File: config.mk
export PLATFORM = sky130hd
export DESIGN_NAME = wb_conmax_2m4s
export DESIGN_NICKNAME = d
export VERILOG_FILES = /design/src/rtl/wb_conmax_2m4s.sv
export SDC_FILE = /design/constraint.sdc
export NUM_CORES = 1
export LEC_CHECK = 0
export ABC_AREA = 1
export BUFFER_PORTS_ARGS = -buffer_cell sky130_fd_sc_hd__buf_2
export CELL_PAD_IN_SITES_DETAIL_PLACEMENT = 1
export CELL_PAD_IN_SITES_GLOBAL_PLACEMENT = 1
export CORE_AREA = 2 2 243 245
export CTS_CLUSTER_DIAMETER = 50
export DETAILED_ROUTE_END_ITERATION = 8
export DIE_AREA = 0 0 245 247
export GPL_TIMING_DRIVEN = 0
export PLACE_DENSITY = 0.48
export REMOVE_ABC_BUFFERS = 1
export SYNTH_ARGS = -nofsm -noshare
export SYNTH_HDL_FRONTEND = slang
export SYNTH_SLANG_ARGS = --single-unit
File: constraint.sdc
create_clock -name clk -period 6.3 [get_ports clk]
set_input_delay 1.26 -clock clk [delete_from_list [all_inputs] [get_ports clk]]
set_output_delay 1.26 -clock clk [all_outputs]
set_load 0.02 [all_outputs]
File: src/rtl/wb_conmax_2m4s.sv
// ---------------------------------------------------------------------------
// wb_conmax_2m4s
//   Wishbone interconnect placed directly behind the CPU core's two masters
//   (m0 = data bus, m1 = instruction bus). Round-robin arbitration between
//   the masters and an address decode on addr[31:28] onto four slaves
//   (ROM, RAM, GPIO, UART). Unmapped accesses get a one-cycle error
//   completion, and a per-transaction ack timeout forces an error completion
//   so a missing slave can never stall the pipeline.
//
// Ports
//   clk, rst                 clock, asynchronous active-high reset
//   m{0,1}_addr_i/data_i     master address / write data
//   m{0,1}_we_i/sel_i        master write enable / byte selects
//   m{0,1}_stb_i/cyc_i       master strobe / cycle request
//   m{0,1}_data_o/ack_o      read data / ack back to the master
//   s{0..3}_*_o              address, write data, we, sel, stb, cyc to slave
//   s{0..3}_data_i/ack_i     slave read data / ack
//   bus_err_o                one-cycle pulse on unmapped access or timeout
// ---------------------------------------------------------------------------
module wb_conmax_2m4s #(
   parameter logic [3:0] S0_TAG  = 4'h0,
   parameter logic [3:0] S1_TAG  = 4'h1,
   parameter logic [3:0] S2_TAG  = 4'h2,
   parameter logic [3:0] S3_TAG  = 4'h3,
   parameter logic [7:0] TIMEOUT = 8'd255
) (
   input  logic        clk,
   input  logic        rst,

   input  logic [31:0] m0_addr_i,
   input  logic [31:0] m0_data_i,
   input  logic        m0_we_i,
   input  logic [3:0]  m0_sel_i,
   input  logic        m0_stb_i,
   input  logic        m0_cyc_i,
   output logic [31:0] m0_data_o,
   output logic        m0_ack_o,

   input  logic [31:0] m1_addr_i,
   input  logic [31:0] m1_data_i,
   input  logic        m1_we_i,
   input  logic [3:0]  m1_sel_i,
   input  logic        m1_stb_i,
   input  logic        m1_cyc_i,
   output logic [31:0] m1_data_o,
   output logic        m1_ack_o,

   output logic [31:0] s0_addr_o,
   output logic [31:0] s0_data_o,
   output logic        s0_we_o,
   output logic [3:0]  s0_sel_o,
   output logic        s0_stb_o,
   output logic        s0_cyc_o,
   input  logic [31:0] s0_data_i,
   input  logic        s0_ack_i,

   output logic [31:0] s1_addr_o,
   output logic [31:0] s1_data_o,
   output logic        s1_we_o,
   output logic [3:0]  s1_sel_o,
   output logic        s1_stb_o,
   output logic        s1_cyc_o,
   input  logic [31:0] s1_data_i,
   input  logic        s1_ack_i,

   output logic [31:0] s2_addr_o,
   output logic [31:0] s2_data_o,
   output logic        s2_we_o,
   output logic [3:0]  s2_sel_o,
   output logic        s2_stb_o,
   output logic        s2_cyc_o,
   input  logic [31:0] s2_data_i,
   input  logic        s2_ack_i,

   output logic [31:0] s3_addr_o,
   output logic [31:0] s3_data_o,
   output logic        s3_we_o,
   output logic [3:0]  s3_sel_o,
   output logic        s3_stb_o,
   output logic        s3_cyc_o,
   input  logic [31:0] s3_data_i,
   input  logic        s3_ack_i,

   output logic        bus_err_o
);

   typedef enum logic [1:0] {IDLE, GNT0, GNT1, ERR} state_t;

   state_t      r_state;
   state_t      w_state_nxt;
   logic        r_last_grant;
   logic        w_last_grant_nxt;
   logic [7:0]  r_tmo_cnt;

   logic        w_granted;
   logic        w_own_m1;
   logic [31:0] w_addr;
   logic [31:0] w_wdat;
   logic        w_we;
   logic [3:0]  w_sel;
   logic        w_stb;
   logic        w_cyc;
   logic [3:0]  w_hit;
   logic        w_mapped;
   logic [1:0]  w_idx;
   logic        w_timeout;
   logic        w_route;
   logic [3:0]  w_s_en;
   logic [3:0]  w_s_ack;
   logic [31:0] w_s_dat [4];
   logic        w_slv_ack;
   logic [31:0] w_slv_dat;
   logic        w_err;
   logic        w_mst_ack;

   // last_grant is written together with every grant, so in GNTx and ERR it
   // always names the master that owns the bus.
   assign w_granted = (r_state == GNT0) || (r_state == GNT1);
   assign w_own_m1  = r_last_grant;

   assign w_addr = w_own_m1 ? m1_addr_i : m0_addr_i;
   assign w_wdat = w_own_m1 ? m1_data_i : m0_data_i;
   assign w_we   = w_own_m1 ? m1_we_i   : m0_we_i;
   assign w_sel  = w_own_m1 ? m1_sel_i  : m0_sel_i;
   assign w_stb  = w_own_m1 ? m1_stb_i  : m0_stb_i;
   assign w_cyc  = w_own_m1 ? m1_cyc_i  : m0_cyc_i;

   assign w_hit = {w_addr[31:28] == S3_TAG, w_addr[31:28] == S2_TAG,
                   w_addr[31:28] == S1_TAG, w_addr[31:28] == S0_TAG};
   assign w_mapped = |w_hit;

   // Lowest slave index wins if two tags are configured identically.
   always_comb begin
      w_idx = 2'd0;
      for (int unsigned i = 4; i > 0; i--) begin
         if (w_hit[i-1]) w_idx = 2'(i - 1);
      end
   end

   always_comb begin
      w_s_ack    = {s3_ack_i, s2_ack_i, s1_ack_i, s0_ack_i};
      w_s_dat[0] = s0_data_i;
      w_s_dat[1] = s1_data_i;
      w_s_dat[2] = s2_data_i;
      w_s_dat[3] = s3_data_i;
   end

   // Timeout completion takes the slave off the bus in the same cycle, so a
   // coincident slave ack is never passed through.
   assign w_timeout = w_granted && w_stb && (r_tmo_cnt == TIMEOUT);
   assign w_route   = w_granted && w_mapped && !w_timeout;
   assign w_s_en    = w_route ? (4'b0001 << w_idx) : '0;
   assign w_slv_ack = w_route && w_s_ack[w_idx];
   assign w_slv_dat = w_slv_ack ? w_s_dat[w_idx] : '0;
   assign w_err     = (r_state == ERR) || w_timeout;
   assign w_mst_ack = w_slv_ack || w_err;

   assign m0_ack_o  = w_mst_ack && !w_own_m1;
   assign m1_ack_o  = w_mst_ack &&  w_own_m1;
   assign m0_data_o = w_own_m1 ? '0 : w_slv_dat;
   assign m1_data_o = w_own_m1 ? w_slv_dat : '0;
   assign bus_err_o = w_err;

   assign s0_addr_o = w_s_en[0] ? w_addr : '0;
   assign s0_data_o = w_s_en[0] ? w_wdat : '0;
   assign s0_we_o   = w_s_en[0] && w_we;
   assign s0_sel_o  = w_s_en[0] ? w_sel  : '0;
   assign s0_stb_o  = w_s_en[0] && w_stb;
   assign s0_cyc_o  = w_s_en[0] && w_cyc;

   assign s1_addr_o = w_s_en[1] ? w_addr : '0;
   assign s1_data_o = w_s_en[1] ? w_wdat : '0;
   assign s1_we_o   = w_s_en[1] && w_we;
   assign s1_sel_o  = w_s_en[1] ? w_sel  : '0;
   assign s1_stb_o  = w_s_en[1] && w_stb;
   assign s1_cyc_o  = w_s_en[1] && w_cyc;

   assign s2_addr_o = w_s_en[2] ? w_addr : '0;
   assign s2_data_o = w_s_en[2] ? w_wdat : '0;
   assign s2_we_o   = w_s_en[2] && w_we;
   assign s2_sel_o  = w_s_en[2] ? w_sel  : '0;
   assign s2_stb_o  = w_s_en[2] && w_stb;
   assign s2_cyc_o  = w_s_en[2] && w_cyc;

   assign s3_addr_o = w_s_en[3] ? w_addr : '0;
   assign s3_data_o = w_s_en[3] ? w_wdat : '0;
   assign s3_we_o   = w_s_en[3] && w_we;
   assign s3_sel_o  = w_s_en[3] ? w_sel  : '0;
   assign s3_stb_o  = w_s_en[3] && w_stb;
   assign s3_cyc_o  = w_s_en[3] && w_cyc;

   always_comb begin
      w_state_nxt      = r_state;
      w_last_grant_nxt = r_last_grant;
      case (r_state)
         IDLE: begin
            if (m0_cyc_i && m1_cyc_i) begin
               w_last_grant_nxt = !r_last_grant;
               w_state_nxt      = r_last_grant ? GNT0 : GNT1;
            end else if (m0_cyc_i) begin
               w_last_grant_nxt = 1'b0;
               w_state_nxt      = GNT0;
            end else if (m1_cyc_i) begin
               w_last_grant_nxt = 1'b1;
               w_state_nxt      = GNT1;
            end
         end
         GNT0, GNT1: begin
            if (!w_cyc) begin
               w_state_nxt = IDLE;
            end else if (w_stb && !w_mapped) begin
               w_state_nxt = ERR;
            end
         end
         ERR:     w_state_nxt = r_last_grant ? GNT1 : GNT0;
         default: w_state_nxt = IDLE;
      endcase
   end

   always_ff @(posedge clk or posedge rst) begin
      if (rst) begin
         r_state      <= IDLE;
         r_last_grant <= 1'b1;
         r_tmo_cnt    <= '0;
      end else begin
         r_state      <= w_state_nxt;
         r_last_grant <= w_last_grant_nxt;
         if (!w_granted || !w_stb || !w_mapped || w_mst_ack) begin
            r_tmo_cnt <= '0;
         end else begin
            r_tmo_cnt <= r_tmo_cnt + 8'd1;
         end
      end
   end

endmodule

======== Word-level counts from Yosys, hierarchy flattened ========
Index checks and enable logic that the tools add are counted.
cells by class
  add/sub/neg operators ................... 1
  $lt $le $gt $ge ......................... 2
  eq/ne operators ......................... 9
  shift-type cells ........................ 1
  mux-type cells .......................... 43
  bitwise gates (word level) .............. 1
  reduce and logical (&&, ||, !) cells .... 39
operators with widths
  operator                                                                count
  32-bit 2-to-1 mux                                                       15
  32-bit binary-select mux with 2-bit select                              1
  4-bit 2-to-1 mux                                                        6
  2-bit 2-to-1 mux                                                        11
  1-bit logical AND                                                       21
  8-bit by 1-bit adder with 8-bit output (second input constant)          1
  4-bit by 2-bit equality test with 1-bit output (second input constant)  2
  8-bit equality test (second input constant)                             1
  8-bit 2-to-1 mux                                                        1
  1-bit 2-to-1 mux                                                        7
  1-bit logical OR                                                        6
  2-bit case mux with 3 select lines                                      1
  1-bit logical NOT                                                       5
  2-bit equality test (second input constant)                             2
  4-bit by 1-bit equality test with 1-bit output (second input constant)  1
  4-bit logical NOT                                                       1
  4-bit != test (second input constant)                                   1
  2-bit AND reduction                                                     2
  4-bit OR reduction                                                      1
  1-bit by 2-bit << shifter with 4-bit output (first input constant)      1
  3-bit greater-or-equal comparator (second input constant)               1
  2-bit by 3-bit < comparator with 1-bit output (second input constant)   1
  3-bit != test (second input constant)                                   1
  2-bit inverter with 3-bit output                                        1
  5 further kinds                                                         5
word-level totals
  register bits after elaboration ......... 11
  word-level logic and storage cells ...... 99

======== Depth between registers and ports, before layout ========
  word-level depth ........................ 12
  gate-level depth with buffers ........... 12
  mapped depth without buffers ............ 11

======== Worst setup path after synthesis ========
OpenSTA, ideal clock, no wires.
  path kind ............................... input to output
  start ................................... input port m1_addr_i[30]
  end ..................................... output port s1_data_o[25]
  data arrival time ....................... 2.593 ns
  data required time ...................... 5.040 ns
  path slack .............................. 2.447 ns
  cell stages on the path ................. 11
  buffers on the path ..................... 3
  path through ............................ inv_1 -> nand2_1 -> nand2_1 -> nand2_2 -> nor2_1 -> and2_1 -> buf_4 -> nand2_1 -> buf_4 -> buf_6 -> nor2_1
on the way
  word-level cells in the longest chain between the ends .. 9
RTL lines
  element                                         line  RTL
  start: declaration                              39    input logic [31:0] m1_addr_i,
  32-bit 2-to-1 mux *                             121   assign w_addr = w_own_m1 ? m1_addr_i : m0_addr_i;
  4-bit by 2-bit equality test with 1-bit output  128   assign w_hit = {w_addr[31:28] == S3_TAG, w_addr[31:28] == S2_TAG,
  2-bit 2-to-1 mux (4 in a row)                   136   if (w_hit[i-1]) w_idx = 2'(i - 1);
  1-bit by 2-bit << shifter with 4-bit output     152   assign w_s_en = w_route ? (4'b0001 << w_idx) : '0;
  4-bit 2-to-1 mux *                              152
  32-bit 2-to-1 mux *                             172   assign s1_data_o = w_s_en[1] ? w_wdat : '0;
  end: declaration                                58    output logic [31:0] s1_data_o,
Mark *: on every way between the ends. The rest lies on a longest branch, timed or not.

======== Worst setup path after layout ========
  start ................................... register r_last_grant
  end ..................................... output port s1_addr_o[0]
on the way
  word-level cells in the longest chain between the ends .. 9
RTL lines
  element                                         line  RTL
  start: declaration                              91    logic r_last_grant;
  start signal: assignment                        227   r_last_grant <= w_last_grant_nxt;
  32-bit 2-to-1 mux                               121
  4-bit by 2-bit equality test with 1-bit output  128
  2-bit 2-to-1 mux (4 in a row)                   136
  1-bit by 2-bit << shifter with 4-bit output     152
  4-bit 2-to-1 mux                                152
  32-bit 2-to-1 mux *                             171   assign s1_addr_o = w_s_en[1] ? w_addr : '0;
  end: declaration                                57    output logic [31:0] s1_addr_o,
Marks and branches as above.

==> impl_metrics.yaml <==
yosys:
  postSynthCellCount: 846
  synth_top_area_share_pct: 29.0
  async_reset_ff_share_pct: 100
  synth_warnings: 0
  synth_edf_count: 0
  ys_ff_latch: 11
  syn_area_per_cell_um2: 5.33
  ys_types: 33
  synth_area_leaders: "nor2_1, nand3_1, mux2i_1"
  netlist_area_mm2: 0.00451
  yosysSeqAreaShare_pct: 6.13
  ys.flop_type: "dfrtp_1"
  synth_top_area_cell: "nor2_1"
cts:
  cts_hold_buf: 0
  clock_latency_ns: 0.24
  cts-root-buf: "clkbuf_16"
  clk_pin_slew_ns: 0.04
  cts_resized: 0
  cts.path.max_buffers: 2
  cts_tree: "yes"
  htree_levels: 1
  cts_sinks: 11
  cts_buffers: 3
  cts_setup_buffers: 0
worst_setup_path:
  crit_buf_inv: 3
  worstPathArrival_ns: 4.71
  crit_required_ns: 5.04
  start_kind: "register"
  crit_chain: "inv_2 -> nand2_1 -> nand2_2 -> nand3_4 -> nor2_4 -> nand2_4 -> buf_16 -> nor2_1 -> buf_2"
  cpPeakStageDelay_ns: 1.02
  path_class: "reg2out"
  cpMaxStageDelayCell: "nor2_4"
  cpLargestDelayFamily: "simple AND/OR/NAND/NOR gates"
  cp-end-kind: "output port"
  cp_max_fo: 66
run:
  max_cap_viol_count: 0
route:
  first_pass_iters: 4
  wl_per_cell_um: 15.6
  initialDrtViolationCount: 241
  avgViaCountPerCell: 3.62
  drtAntennaViolNets: 0
  via_count: 7872
  drc_errors: 0
  routed_wl_um: 33900
die:
  io-pin-count: 627
  dieArea_mm2: 0.0605
  num_rows: 89
  die_w_um: 245
  start_util_pct: 7.74
  core_area_mm2: 0.0582
  fp.dieH_um: 247
sta:
  finalSetupViolCount: 0
  slew_headroom_pct: 27.1
  period_minus_slack_ns: 5.97
  final.setup_skew_ns: 0.00353
  final_hold_viol_count: 0
  tightest_slew_ns: 1.09
  maxSlewViolCount: 0
  rsz0062_at_grt: "no"
  fmaxAchievable_ghz: 0.168
  period_share_pct: 94.8
  whs_ns: 0.454
status:
  status: "complete, no violations"
placement:
  place_area_mm2: 0.00831
  dp.cells: 2168
  hpwl_um: 26900
  port_buffers: 614
  globalplace.congestion: 0.762
global_route:
  antenna_found_initial: 5
  track_usage_pct: 10.1
  grt_max_degree: 67
  grt_pass1_vias: 8044
  grt_overflow: 0
  grt_first_pass_wirelength_um: 48300
finish:
  regArea_um2: 280
  final-instance-count-excl-fill: 2176
  fill_cells: 7467
  multiInputGateArea_mm2: 0.00366
  nNetsFinal: 1679
  area_growth_pct: 86.3
  final_area_mm2: 0.00840
  drive_gt1_share_pct: 46.5
power_and_ir_drop:
  power_density_mw_per_mm2: 247
  p_leak_nw: 5.32
  ir_worst_vdd_mv: 0.135
hold_path:
  hold_path_class: "reg2reg"
[cell usage after synthesis, types with 2 or more instances]
cell / count
ha_1: 3
nand3_2: 2
xnor2_1: 2
dfrtp_1: 10
nand3b_1: 33
clkbuf_1: 10
mux2i_1: 65
nand3_1: 134
buf_4: 26
and2_1: 2
inv_1: 25
o21ai_0: 8
nand2_2: 4
nor2_1: 348
buf_6: 10
nor2_4: 2
buf_2: 38
xor2_1: 4
inv_2: 5
nor2_2: 2
a21oi_1: 3
nand2_4: 2
nand2_1: 98
[stage by stage]
stage	TNS [ns]	power, W	setup WS (ns)	utilization (%)
finish	0	0.00207	0.330	14.4
global route	0	0.00226	0.0112	14.4
floorplan	-8.40	0.00123	-0.0860	-
detailed placement	0	0.00199	0.480	14.3
CTS	0	0.00212	0.216	14.4
global placement	-1056.26	0.00193	-4.19	13.8
[metal layers]
layer	global-route usage (%)	vias to the layer above	wire length, um
met5	0	-	13
met4	1.35	2	401
met3	1.27	22	1770
met2	19.3	305	18200
met1	12.2	3752	13600
li1	-	3791	-
[power by group]
| part | total, W | switching (W) | internal [W] | leakage (nW) |
|---|---|---|---|---|
| sequential | 0.000177 | 0.0000873 | 0.0000896 | 0.147 |
| clock | 0.000115 | 0.0000304 | 0.0000849 | 0.0382 |
| combinational | 0.00178 | 0.00122 | 0.000558 | 5.13 |
| total | 0.00207 | 0.00134 | 0.000733 | 5.32 |
[cell families after synthesis]
family | Yosys count | share of synthesized area (%)
AO/OA/AOI/OAI | 13 | 1.61
XOR/XNOR | 6 | 1.17
adder cells (fa/ha/maj) | 3 | 0.833
buffers and inverters | 115 | 14.5
flip-flops | 11 | 6.13
multiplexers | 65 | 14.4
other | 1 | 0.0832
AND/OR/NAND/NOR | 632 | 61.3
[cell usage in the layout, fill, tap and decap left out, types with 2 or more instances in the layout]
cell type,count
nand3_1,134
nand3b_1,33
a21oi_1,3
nor2_1,348
buf_2,614
nor2_4,4
buf_16,5
clkbuf_16,3
o21ai_0,8
nand2_2,3
diode_2,4
nand2_1,96
conb_1,12
nand3_4,2
nand2_4,5
xor2_1,4
inv_2,5
ha_1,3
mux2i_1,65
inv_1,25
xnor2_1,2
buf_12,4
dfrtp_1,10
[cell type report]
cell class | instances | share of cell area [%]
multi-input combinational | 731 | 43.6
timing repair buffer | 623 | 39.2
tap | 773 | 11.5
sequential | 11 | 3.34
inverter | 30 | 1.34
clock buffer | 4 | 0.938
antenna | 4 | 0.119
[path summary, 6_finish.rpt]
path | start | end | slack [ns] | depth (start not counted)
max in group asynchronous | rst | r_last_grant$_DFFE_PP1P_ | 4.92 | 2
setup reg to reg | r_last_grant$_DFFE_PP1P_ | r_tmo_cnt[4]$_DFF_PP0_ | 1.94 | 12
min in group asynchronous | rst | r_tmo_cnt[5]$_DFF_PP0_ | 1.03 | 2
hold reg to reg | r_tmo_cnt[0]$_DFF_PP0_ | r_tmo_cnt[0]$_DFF_PP0_ | 0.45 | 1
setup / recovery | r_last_grant$_DFFE_PP1P_ | s1_addr_o[0] | 0.33 | 9
hold / removal | r_tmo_cnt[0]$_DFF_PP0_ | r_tmo_cnt[0]$_DFF_PP0_ | 0.45 | 1
[flip-flops by register name, summed over array words and instances, names as in the netlist]
register	flops
r_last_grant	1
r_state	2
r_tmo_cnt	8
No activity file was read; power rests on OpenSTA's default activity.
